[config.mk]
export PLATFORM = sky130hd
export DESIGN_NAME = cbfp1_frame_ctrl_flat
export DESIGN_NICKNAME = d
export VERILOG_FILES = /design/src/rtl/cbfp1_frame_ctrl_pkg.sv /design/src/rtl/cbfp1_frame_ctrl_if.sv /design/src/rtl/cbfp1_frame_ctrl_idx_min_tree.sv /design/src/rtl/cbfp1_frame_ctrl.sv /design/src/flat_wrapper.sv
export SDC_FILE = /design/constraint.sdc
export NUM_CORES = 1
export LEC_CHECK = 0
export CELL_PAD_IN_SITES_DETAIL_PLACEMENT = 1
export CELL_PAD_IN_SITES_GLOBAL_PLACEMENT = 1
export CORE_UTILIZATION = 40
export DETAILED_ROUTE_END_ITERATION = 10
export GPL_ROUTABILITY_DRIVEN = 0
export GPL_TIMING_DRIVEN = 0
export PLACE_DENSITY = 0.91
export SLEW_MARGIN = 20
export SYNTH_ARGS = -nofsm -noshare
export SYNTH_HDL_FRONTEND = slang
export SYNTH_SLANG_ARGS = --single-unit
[constraint.sdc]
create_clock -name clk -period 11.6 [get_ports clk]
set_input_delay 2.32 -clock clk [delete_from_list [all_inputs] [get_ports clk]]
set_output_delay 2.32 -clock clk [all_outputs]
set_load 0.005 [all_outputs]
[src/rtl/cbfp1_frame_ctrl_pkg.sv]
// Shared types and constants for the CBFP1 frame controller.
// Imported by the interface, the min tree and the top.
package cbfp_ctrl_pkg;

    localparam int NCHAN           = 16;
    localparam int IDX_W           = 5;
    localparam int BEATS_PER_FRAME = 32;
    localparam int FRAME_CNT_W     = 16;
    localparam int MAX_OUTSTANDING = 8;
    localparam int BEAT_W          = $clog2(BEATS_PER_FRAME);
    localparam int OUT_W           = 8;

    localparam logic [BEAT_W-1:0] LAST_BEAT = BEAT_W'(BEATS_PER_FRAME - 1);

    typedef logic [IDX_W-1:0] idx_t;
    typedef idx_t [NCHAN-1:0] idx_vec_t;

    typedef enum logic [1:0] {
        IDLE  = 2'd0,
        RUN   = 2'd1,
        DRAIN = 2'd2
    } ctrl_state_e;

    function automatic idx_t min2(input idx_t a, input idx_t b);
        return (a < b) ? a : b;
    endfunction

endpackage

[src/rtl/cbfp1_frame_ctrl_if.sv]
// Beat handshake between upstream butterfly, controller and CBFP1.
// master = environment side, slave = controller side.
interface cbfp1_frame_ctrl_if;
    import cbfp_ctrl_pkg::*;

    logic     up_valid;
    logic     up_ready;
    logic     cbfp_valid_in;
    logic     cbfp_valid_out;
    idx_vec_t cbfp_idx1;

    modport master (
        output up_valid,
        output cbfp_valid_out,
        output cbfp_idx1,
        input  up_ready,
        input  cbfp_valid_in
    );

    modport slave (
        input  up_valid,
        input  cbfp_valid_out,
        input  cbfp_idx1,
        output up_ready,
        output cbfp_valid_in
    );

endinterface

[src/rtl/cbfp1_frame_ctrl_idx_min_tree.sv]
// Combinational minimum of the 16 idx1 lanes.
// Pairwise reduction 16 -> 8 -> 4 -> 2 -> 1.
module idx_min_tree
    import cbfp_ctrl_pkg::*;
(
    input  idx_vec_t lanes_i,
    output idx_t     min_o
);

    idx_t l1 [NCHAN/2];
    idx_t l2 [NCHAN/4];
    idx_t l3 [NCHAN/8];

    // four comparator levels
    always_comb begin
        for (int i = 0; i < NCHAN/2; i++) begin
            l1[i] = min2(lanes_i[2*i], lanes_i[2*i+1]);
        end
        for (int i = 0; i < NCHAN/4; i++) begin
            l2[i] = min2(l1[2*i], l1[2*i+1]);
        end
        for (int i = 0; i < NCHAN/8; i++) begin
            l3[i] = min2(l2[2*i], l2[2*i+1]);
        end
        min_o = min2(l3[0], l3[1]);
    end

endmodule

[src/rtl/cbfp1_frame_ctrl.sv]
// CBFP1 frame sequencer: beat gating, frame tagging,
// per-frame minimum exponent and run start/done control.
module cbfp1_frame_ctrl
    import cbfp_ctrl_pkg::*;
(
    input  logic                   clk,
    input  logic                   rst,
    input  logic                   start_i,
    input  logic                   stop_i,
    input  logic [FRAME_CNT_W-1:0] frames_req_i,
    output logic                   busy_o,
    output logic                   done_o,
    cbfp1_frame_ctrl_if.slave      bus,
    output logic                   sof_out_o,
    output logic                   eof_out_o,
    output idx_t                   frame_min_idx_o,
    output logic                   frame_min_valid_o,
    output logic [FRAME_CNT_W-1:0] frames_done_o,
    output logic                   err_ovf_o
);

    ctrl_state_e state_q;

    logic up_ready_q, busy_q, done_q, stop_pend_q, err_q, fmv_q;

    logic [BEAT_W-1:0]      in_beat_q, in_beat_d;
    logic [BEAT_W-1:0]      out_beat_q, out_beat_d;
    logic [FRAME_CNT_W-1:0] in_frame_q, in_frame_d;
    logic [FRAME_CNT_W-1:0] frames_req_q;
    logic [FRAME_CNT_W-1:0] frames_done_q, frames_done_d;
    logic [OUT_W-1:0]       outst_q, outst_d;

    idx_t acc_q, acc_d, fmin_q, lane_min;

    logic acc_in, last_in, sof, eof, underflow, dec;
    logic fin_run, fin_drain;

    idx_min_tree u_min (
        .lanes_i (bus.cbfp_idx1),
        .min_o   (lane_min)
    );

    assign acc_in    = bus.up_valid & up_ready_q;
    assign last_in   = acc_in & (in_beat_q == LAST_BEAT);
    assign sof       = bus.cbfp_valid_out & (out_beat_q == '0);
    assign eof       = bus.cbfp_valid_out & (out_beat_q == LAST_BEAT);
    assign underflow = bus.cbfp_valid_out & (outst_q == '0);
    assign dec       = bus.cbfp_valid_out & ~underflow;

    assign bus.cbfp_valid_in = acc_in;
    assign bus.up_ready      = up_ready_q;

    assign busy_o            = busy_q;
    assign done_o            = done_q;
    assign sof_out_o         = sof;
    assign eof_out_o         = eof;
    assign frame_min_idx_o   = fmin_q;
    assign frame_min_valid_o = fmv_q;
    assign frames_done_o     = frames_done_q;
    assign err_ovf_o         = err_q;

    // next-state of counters, running minimum and end-of-run tests
    always_comb begin
        in_beat_d     = in_beat_q;
        in_frame_d    = in_frame_q;
        out_beat_d    = out_beat_q;
        acc_d         = acc_q;
        if (acc_in) begin
            in_beat_d = last_in ? '0 : in_beat_q + BEAT_W'(1);
            if (last_in) begin
                in_frame_d = in_frame_q + FRAME_CNT_W'(1);
            end
        end
        if (bus.cbfp_valid_out) begin
            out_beat_d = eof ? '0 : out_beat_q + BEAT_W'(1);
            acc_d      = sof ? lane_min : min2(acc_q, lane_min);
        end
        frames_done_d = frames_done_q + FRAME_CNT_W'(eof);
        outst_d       = outst_q + OUT_W'(acc_in) - OUT_W'(dec);
        fin_run       = last_in &
                        ((frames_req_q != '0)
                         ? (in_frame_q + FRAME_CNT_W'(1) == frames_req_q)
                         : (stop_pend_q | stop_i));
        fin_drain     = (frames_done_d == in_frame_q) & (outst_d == '0);
    end

    // run FSM with registered status outputs and counter state
    always_ff @(posedge clk) begin
        if (rst) begin
            state_q       <= IDLE;
            up_ready_q    <= 1'b0;
            busy_q        <= 1'b0;
            done_q        <= 1'b0;
            stop_pend_q   <= 1'b0;
            err_q         <= 1'b0;
            fmv_q         <= 1'b0;
            fmin_q        <= '1;
            acc_q         <= '1;
            in_beat_q     <= '0;
            in_frame_q    <= '0;
            out_beat_q    <= '0;
            frames_req_q  <= '0;
            frames_done_q <= '0;
            outst_q       <= '0;
        end else begin
            done_q        <= 1'b0;
            fmv_q         <= eof;
            acc_q         <= acc_d;
            in_beat_q     <= in_beat_d;
            in_frame_q    <= in_frame_d;
            out_beat_q    <= out_beat_d;
            frames_done_q <= frames_done_d;
            outst_q       <= outst_d;
            if (eof) begin
                fmin_q <= acc_d;
            end
            if (underflow || (outst_q > OUT_W'(MAX_OUTSTANDING))) begin
                err_q <= 1'b1;
            end
            unique case (state_q)
                IDLE: begin
                    if (start_i) begin
                        state_q       <= RUN;
                        up_ready_q    <= 1'b1;
                        busy_q        <= 1'b1;
                        frames_req_q  <= frames_req_i;
                        stop_pend_q   <= 1'b0;
                        err_q         <= 1'b0;
                        in_beat_q     <= '0;
                        in_frame_q    <= '0;
                        out_beat_q    <= '0;
                        frames_done_q <= '0;
                        outst_q       <= '0;
                    end
                end
                RUN: begin
                    if (stop_i) begin
                        stop_pend_q <= 1'b1;
                    end
                    if (fin_run) begin
                        state_q    <= DRAIN;
                        up_ready_q <= 1'b0;
                    end
                end
                DRAIN: begin
                    if (fin_drain) begin
                        state_q <= IDLE;
                        busy_q  <= 1'b0;
                        done_q  <= 1'b1;
                    end
                end
                default: begin
                    state_q    <= IDLE;
                    up_ready_q <= 1'b0;
                    busy_q     <= 1'b0;
                end
            endcase
        end
    end

endmodule

[src/flat_wrapper.sv]
// flat-port wrapper written by rule: the top's interface ports become plain ports
module cbfp1_frame_ctrl_flat import cbfp_ctrl_pkg::*;
  (clk, rst, start_i, stop_i, frames_req_i, busy_o, done_o, sof_out_o, eof_out_o, frame_min_idx_o, frame_min_valid_o, frames_done_o, err_ovf_o, bus_up_valid, bus_cbfp_valid_out, bus_cbfp_idx1, bus_up_ready, bus_cbfp_valid_in);
  cbfp1_frame_ctrl_if bus_i ();
  input  logic clk;
  input  logic rst;
  input  logic start_i;
  input  logic stop_i;
  input  logic [FRAME_CNT_W-1:0] frames_req_i;
  output logic busy_o;
  output logic done_o;
  output logic sof_out_o;
  output logic eof_out_o;
  output idx_t frame_min_idx_o;
  output logic frame_min_valid_o;
  output logic [FRAME_CNT_W-1:0] frames_done_o;
  output logic err_ovf_o;
  input wire logic [$bits(bus_i.up_valid)-1:0] bus_up_valid;
  input wire logic [$bits(bus_i.cbfp_valid_out)-1:0] bus_cbfp_valid_out;
  input wire logic [$bits(bus_i.cbfp_idx1)-1:0] bus_cbfp_idx1;
  output wire logic [$bits(bus_i.up_ready)-1:0] bus_up_ready;
  output wire logic [$bits(bus_i.cbfp_valid_in)-1:0] bus_cbfp_valid_in;
  assign bus_i.up_valid = bus_up_valid;
  assign bus_i.cbfp_valid_out = bus_cbfp_valid_out;
  assign bus_i.cbfp_idx1 = bus_cbfp_idx1;
  assign bus_up_ready = bus_i.up_ready;
  assign bus_cbfp_valid_in = bus_i.cbfp_valid_in;
  cbfp1_frame_ctrl u_core (.clk(clk), .rst(rst), .start_i(start_i), .stop_i(stop_i), .frames_req_i(frames_req_i), .busy_o(busy_o), .done_o(done_o), .bus(bus_i), .sof_out_o(sof_out_o), .eof_out_o(eof_out_o), .frame_min_idx_o(frame_min_idx_o), .frame_min_valid_o(frame_min_valid_o), .frames_done_o(frames_done_o), .err_ovf_o(err_ovf_o));
endmodule
# Word-level counts from Yosys, hierarchy flattened
# Cells that the tools add are included.
# totals
regBits	84
input_bits	102
output_inout_bits	29
wordCells	124
# classes
add_sub_neg	6
order_cmp	17
eq_ne	10
n_mux	51
n_bitwise	12
n_reduce_logical	13
# op_table
cell	count
$mux W5	26
$mux W16	6
$lt A5 B5 Y1	16
$eq A16 B16 Y1	2
$add A16 B1 Y16	1
$add A16 B1 Y16 const B	1
$logic_not A8 Y1	2
$mux W8	2
$reduce_bool A16 Y1	1
$reduce_and A3 Y1	4
$add A5 B1 Y5 const B	2
$eq A5 B5 Y1 const B	2
$mux W1	10
$add A8 B1 Y8	1
$and A1 B1 Y1	8
$gt A8 B4 Y1 const B	1
$sub A8 B1 Y8	1
$mux W2	3
$pmux W1 S3	2
$pmux W2 S3	1
$logic_not A5 Y1	1
$ne A2 B1 Y1 const B	2
$ne A2 B2 Y1 const B	2
$not A1 Y1	3
9 further kinds	9

# Longest topological paths before layout
# logic_depth
depth_word	12
depth_mapped	44
mapped_depth_nobuf	43

# By module
# Synthesis repeated with hierarchy kept, for this count alone.
# hier_totals
hier_cells	968
hier_area_um2	7668.6
# modules_own_cells
mod	n_inst	cells_per_inst	area_each_um2	seq_area_each_um2
cbfp1_frame_ctrl	1	617	5057.4	1681.6
idx_min_tree	1	351	2611.3	0.0

# Worst setup path before layout
# No wires, ideal clock.
# synth_timing
path_kind	in2reg
start	input port bus_cbfp_idx1[7]
end	register u_core.acc_q[1]
setup_time_ns	0.120
t_arrival_ns	9.576
t_required_ns	11.480
setup_slack_ns	1.905
path_stages	40
n_path_buf	0
cell_sequence	inv_1 ha_1 a21oi_1 o21ai_0 and2_1 o21a_1 or2_2 mux2_2 ha_1 a21o_1 a21o_1 a21oi_1 o21ai_1 mux2i_1 ha_1 a21o_1 a21o_1 a21oi_1 (+4 left out) mux2i_1 inv_1 ha_1 a21oi_1 a21boi_0 and4b_1 a2bb2oi_4 mux2_4 ha_1 a21o_1 a21o_1 a211o_1 nor2_1 nand3_1 o31ai_4 a31oi_2 and2_4 o31a_1
# synth_via
elab_chain_cells	12
# synth_rtl
item	line	text
start: declaration	flat_wrapper.sv:20	input wire logic [$bits(bus_i.cbfp_idx1)-1:0] bus_cbfp_idx1;
$lt A5 B5 Y1	cbfp1_frame_ctrl_pkg.sv:25	return (a < b) ? a : b;
$mux W5 (*)	cbfp1_frame_ctrl_pkg.sv:25	
$lt A5 B5 Y1	cbfp1_frame_ctrl_pkg.sv:25	
$mux W5 (*)	cbfp1_frame_ctrl_pkg.sv:25	
$lt A5 B5 Y1	cbfp1_frame_ctrl_pkg.sv:25	
$mux W5 (*)	cbfp1_frame_ctrl_pkg.sv:25	
$lt A5 B5 Y1	cbfp1_frame_ctrl_pkg.sv:25	
$mux W5 (*)	cbfp1_frame_ctrl_pkg.sv:25	
$lt A5 B5 Y1	cbfp1_frame_ctrl_pkg.sv:25	
$mux W5	cbfp1_frame_ctrl_pkg.sv:25	
$mux W5 (*)	cbfp1_frame_ctrl.sv:76	acc_d = sof ? lane_min : min2(acc_q, lane_min);
$mux W5 (*)	cbfp1_frame_ctrl.sv:74	if (bus.cbfp_valid_out) begin
end signal: assignment	cbfp1_frame_ctrl.sv:98	acc_q <= '1;
end signal: assignment	cbfp1_frame_ctrl.sv:108	acc_q <= acc_d;
end: declaration	cbfp1_frame_ctrl.sv:33	idx_t acc_q, acc_d, fmin_q, lane_min;
# Every way passes the cells marked *; elsewhere a longest branch is shown, timed or not.
# A chain may end at the register's enable or synchronous reset.

# Worst setup path after layout
# layout_timing
start	input port bus_cbfp_idx1[7]
end	register u_core.fmin_q[1], in the netlist u_core.frame_min_idx_o[1]
# layout_via
elab_chain_cells	12
# layout_rtl
item	line	text
$lt A5 B5 Y1	cbfp1_frame_ctrl_pkg.sv:25	
$mux W5 (*)	cbfp1_frame_ctrl_pkg.sv:25	
$lt A5 B5 Y1	cbfp1_frame_ctrl_pkg.sv:25	
$mux W5 (*)	cbfp1_frame_ctrl_pkg.sv:25	
$lt A5 B5 Y1	cbfp1_frame_ctrl_pkg.sv:25	
$mux W5 (*)	cbfp1_frame_ctrl_pkg.sv:25	
$lt A5 B5 Y1	cbfp1_frame_ctrl_pkg.sv:25	
$mux W5 (*)	cbfp1_frame_ctrl_pkg.sv:25	
$lt A5 B5 Y1	cbfp1_frame_ctrl_pkg.sv:25	
$mux W5	cbfp1_frame_ctrl_pkg.sv:25	
$mux W5 (*)	cbfp1_frame_ctrl.sv:76	
$mux W5 (*)	cbfp1_frame_ctrl.sv:74	
end signal: assignment	cbfp1_frame_ctrl.sv:97	fmin_q <= '1;
end signal: assignment	cbfp1_frame_ctrl.sv:115	fmin_q <= acc_d;
end: declaration	cbfp1_frame_ctrl.sv:33	
# Marked as above.

==> summary.md <==
| Metric | Value |
|---|---|
| DRT Pass-1 Iters | `7` |
| Die area | `19100 um^2` |
| RR Endpoint | `u_core.state_q[1]` |
| Run status | `complete, but fails checks` |
| Worst-Margin Slew | `1130 ps` |
| Overflow after GRT | `0` |
| Synthesis-to-finish area growth | `25.3%` |
| Asr flop ratio synth | `0` |
| Maxcap violations | `0` |
| # IOs | `131` |
| First-pass GRT wire length | `37600 um` |
| Largest net degree at the start of global routing | `16` |
| Worst R2R Setup Slack | `6870 ps` |
| CP Capture Type | `register` |
| Hold Vio Cnt, Final | `0` |
| Clock root cell | `clkbuf_16` |
| Clk slew on worst S/H paths | `60 ps` |
| Leading area contributor after synthesis | `dfxtp_1` |
| Crit path depth | `42` |
| Clk sinks | `84` |
| Fraction of layout cells with a size suffix above 1 | `0.0628` |
| Multi-input logic area | `5370 um^2` |
| Lkg Pwr | `3.86 nW` |
| Number of global-route vias before repair | `7895` |
| Most frequent CP cell | `a21o_1` |
| Reg-to-reg startpoint | `u_core.out_beat_q[0]` |
| Synth warn | `0` |
| Cells after Synth | `936` |
| Setup TNS | `0 ps` |
| Hold Buf Count CTS | `0` |
| Post-DP Area | `9020 um^2` |
| Critical Path Source Type | `input pin` |
| CTS Buf Count | `9` |
| Synthesized flop and latch total | `84` |
| Rel. slew slack | `0.239` |
| Critical path type | `input pin to register` |
| Final antenna-violating net count | `0` |
| Fin crit share | `0.955` |
| Worst setup margin | `519 ps` |
| CTS tree | `yes` |
| Crit path max-delay cell type | `clkdlybuf4s50_1` |
| Most common cell after layout, fill and taps aside | `clkdlybuf4s50_1` |
| Post-Synthesis Cell Area | `7430 um^2` |
| Peak supply drop | `0.0000816 V` |
| Setup Skew | `10.4 ps` |
| Antenna violations before repair | `0` |
| Worst Setup EP | `u_core.frame_min_idx_o[1]` |
| Cell row count | `49` |
| Filler Cell Count | `2198` |
| WP data arrival | `11300 ps` |
| Maximum fanout along the worst path | `10` |
| Final HPWL DP | `18100 um` |
| Worst path required time | `11810 ps` |
| Nets | `1258` |
| Clk buf depth | `2` |
| Max-slew violation count | `0` |
| Antenna diodes | `0` |
| Synth Flop Type | `dfxtp_1` |
| Hold Crit Class | `register to register` |
| RSZ-0062 raised after global routing | `false` |
| CP bufs+invs | `5` |
| Count of different cell masters after synthesis | `84` |
| Reg2reg path depth | `18` |
| H-tree Lvls | `3` |
| Critical path's largest stage delay | `510 ps` |
| Pre-CTS WS | `3.95 ps` |
| Synth area leaders | `dfxtp_1 (23%), ha_1 (13%), nand2_1 (4.9%), a21oi_1 (4.6%), xnor2_1 (4.5%)` |
| Setup violators final | `0` |
| Vias per cell | `5.68` |
| DR iter-0 viols | `259` |
| Commonest non-fill, non-tap cells in the layout | `clkdlybuf4s50_1 (130), nand2_1 (98), nor2_1 (87)` |
| Number of enable flip-flop cells after synthesis | `0` |
| Seq/Total Area, Yosys | `0.226` |
| CP Launch Point | `bus_cbfp_idx1[7]` |
| Max Clk Rate | `0.0902 GHz` |
| Reg area | `1680 um^2` |
| Synth top area share | `0.226` |
| Total GRT Usage | `0.238` |
| Drt wl/cell | `17.1 um` |
| Overall Power | `0.00153 W` |
| Mean Syn Cell Area | `7.94 um^2` |
| Die H | `138 um` |
| Power per Cell Area | `165 nW/um^2` |
| Core area | `18100 um^2` |
| CP top delay family | `compound AO/OA/AOI/OAI gates` |
| Starting Density | `0.411` |
| Synth Net Count | `1116` |
| Die X | `138 um` |
| Vias | `7445` |
| PortBufs | `130` |
| # DRC | `7` |
| Post-route cell area | `9310 um^2` |
| Failing checks | `design-rule violations` |
| Later-pin clock latency in the skew report | `350 ps` |
| Min cycle time layout | `11080 ps` |
| Total Wirelength | `22400 um` |
registers in the layout, indices dropped and copies added (netlist names):
name / flops
u_core.frames_done_o: 16
u_core.stop_pend_q: 1
u_core.err_ovf_o: 1
u_core.state_q: 2
u_core.bus.up_ready: 1
u_core.in_beat_q: 5
u_core.out_beat_q: 5
u_core.frames_req_q: 16
u_core.outst_q: 8
u_core.acc_q: 5
u_core.busy_o: 1
u_core.in_frame_q: 16
u_core.frame_min_idx_o: 5
u_core.done_o: 1
u_core.frame_min_valid_o: 1
layer usage:
metal  vias up  GRT usage  routed length [um]
met4         0     0.0857                 521
met2       161      0.442               11400
met5         -          0                   0
li1       3649          -                   -
met3        46     0.0336                 776
met1      3589      0.278                9690
cell type report:
class                   count  area share
clock buffers               9      0.0242
repair buffers            131       0.141
well taps                 229      0.0308
clock inverters             6     0.00524
flip-flops and latches     84       0.181
plain buffers              24     0.00981
multi-input cells         748       0.577
inverters                  80      0.0322
worst min path at each step:
stage	startpoint	end	slack [ps]	cells past startpoint
floorplan	u_core.in_beat_q[4]	u_core.in_beat_q[4]	440	2
global placement	u_core.in_beat_q[4]	u_core.in_beat_q[4]	450	2
detailed placement	u_core.frame_min_idx_o[0]	u_core.frame_min_idx_o[0]	480	2
CTS	u_core.stop_pend_q	u_core.stop_pend_q	490	2
global route	u_core.stop_pend_q	u_core.stop_pend_q	510	2
finish	u_core.stop_pend_q	u_core.stop_pend_q	490	2
power by group:
part	internal, W	switching [W]
registers	0.000309	0.0000159
clock network	0.000146	0.000125
logic	0.000417	0.000519
total	0.000872	0.000660
logic make-up after synthesis:
logic type,Yosys count,synth area share
DFF,84,0.226
adders and majority gates,78,0.132
buffers and inverters,104,0.0527
and+or+nand+nor,329,0.218
muxes,46,0.0672
xor gates and xnor gates,74,0.0872
AOI/OAI and AO/OA,221,0.217
cell usage after synthesis (all sizes together), types with 4 or more instances:
cell type / instances
a31oi: 10
o32ai: 4
nor2b: 11
and4: 6
a21o: 15
and2: 14
a21boi: 4
o211ai: 7
nand4: 21
mux2i: 30
inv: 78
a211o: 5
or3: 11
a2111oi: 6
clkbuf: 23
o221ai: 7
o21bai: 6
nor3: 15
nand3: 17
xnor2: 38
nor2: 87
xor2: 36
nand2b: 10
o21a: 5
a2bb2oi: 4
o31ai: 4
dfxtp: 84
a211oi: 5
mux2: 16
nand2: 98
o21ai: 35
and3: 12
ha: 77
nor4: 10
a21oi: 71
per-stage QoR:
| stage | hold slack [ps] | cells | utilization |
|---|---|---|---|
| global placement | 455 | 1295 | 0.499 |
| floorplan | 441 | 936 | - |
| global route | 510 | 1311 | 0.515 |
| finish | 486 | 1311 | 0.515 |
| detailed placement | 475 | 1295 | 0.499 |
| CTS | 492 | 1310 | 0.514 |
tightest hold or removal path, stage by stage, from the launching register on:
cell and delay, ps:
dfxtp_1 320, nand2_1 60, a21oi_1 60
what timing repair did:
action / 4_1_cts / 5_1_grt
setup endpoints to repair: 0 / 8
gates resized for setup: 0 / 5
setup buffers: 0 / 1
(Power assumes the default switching activity.)
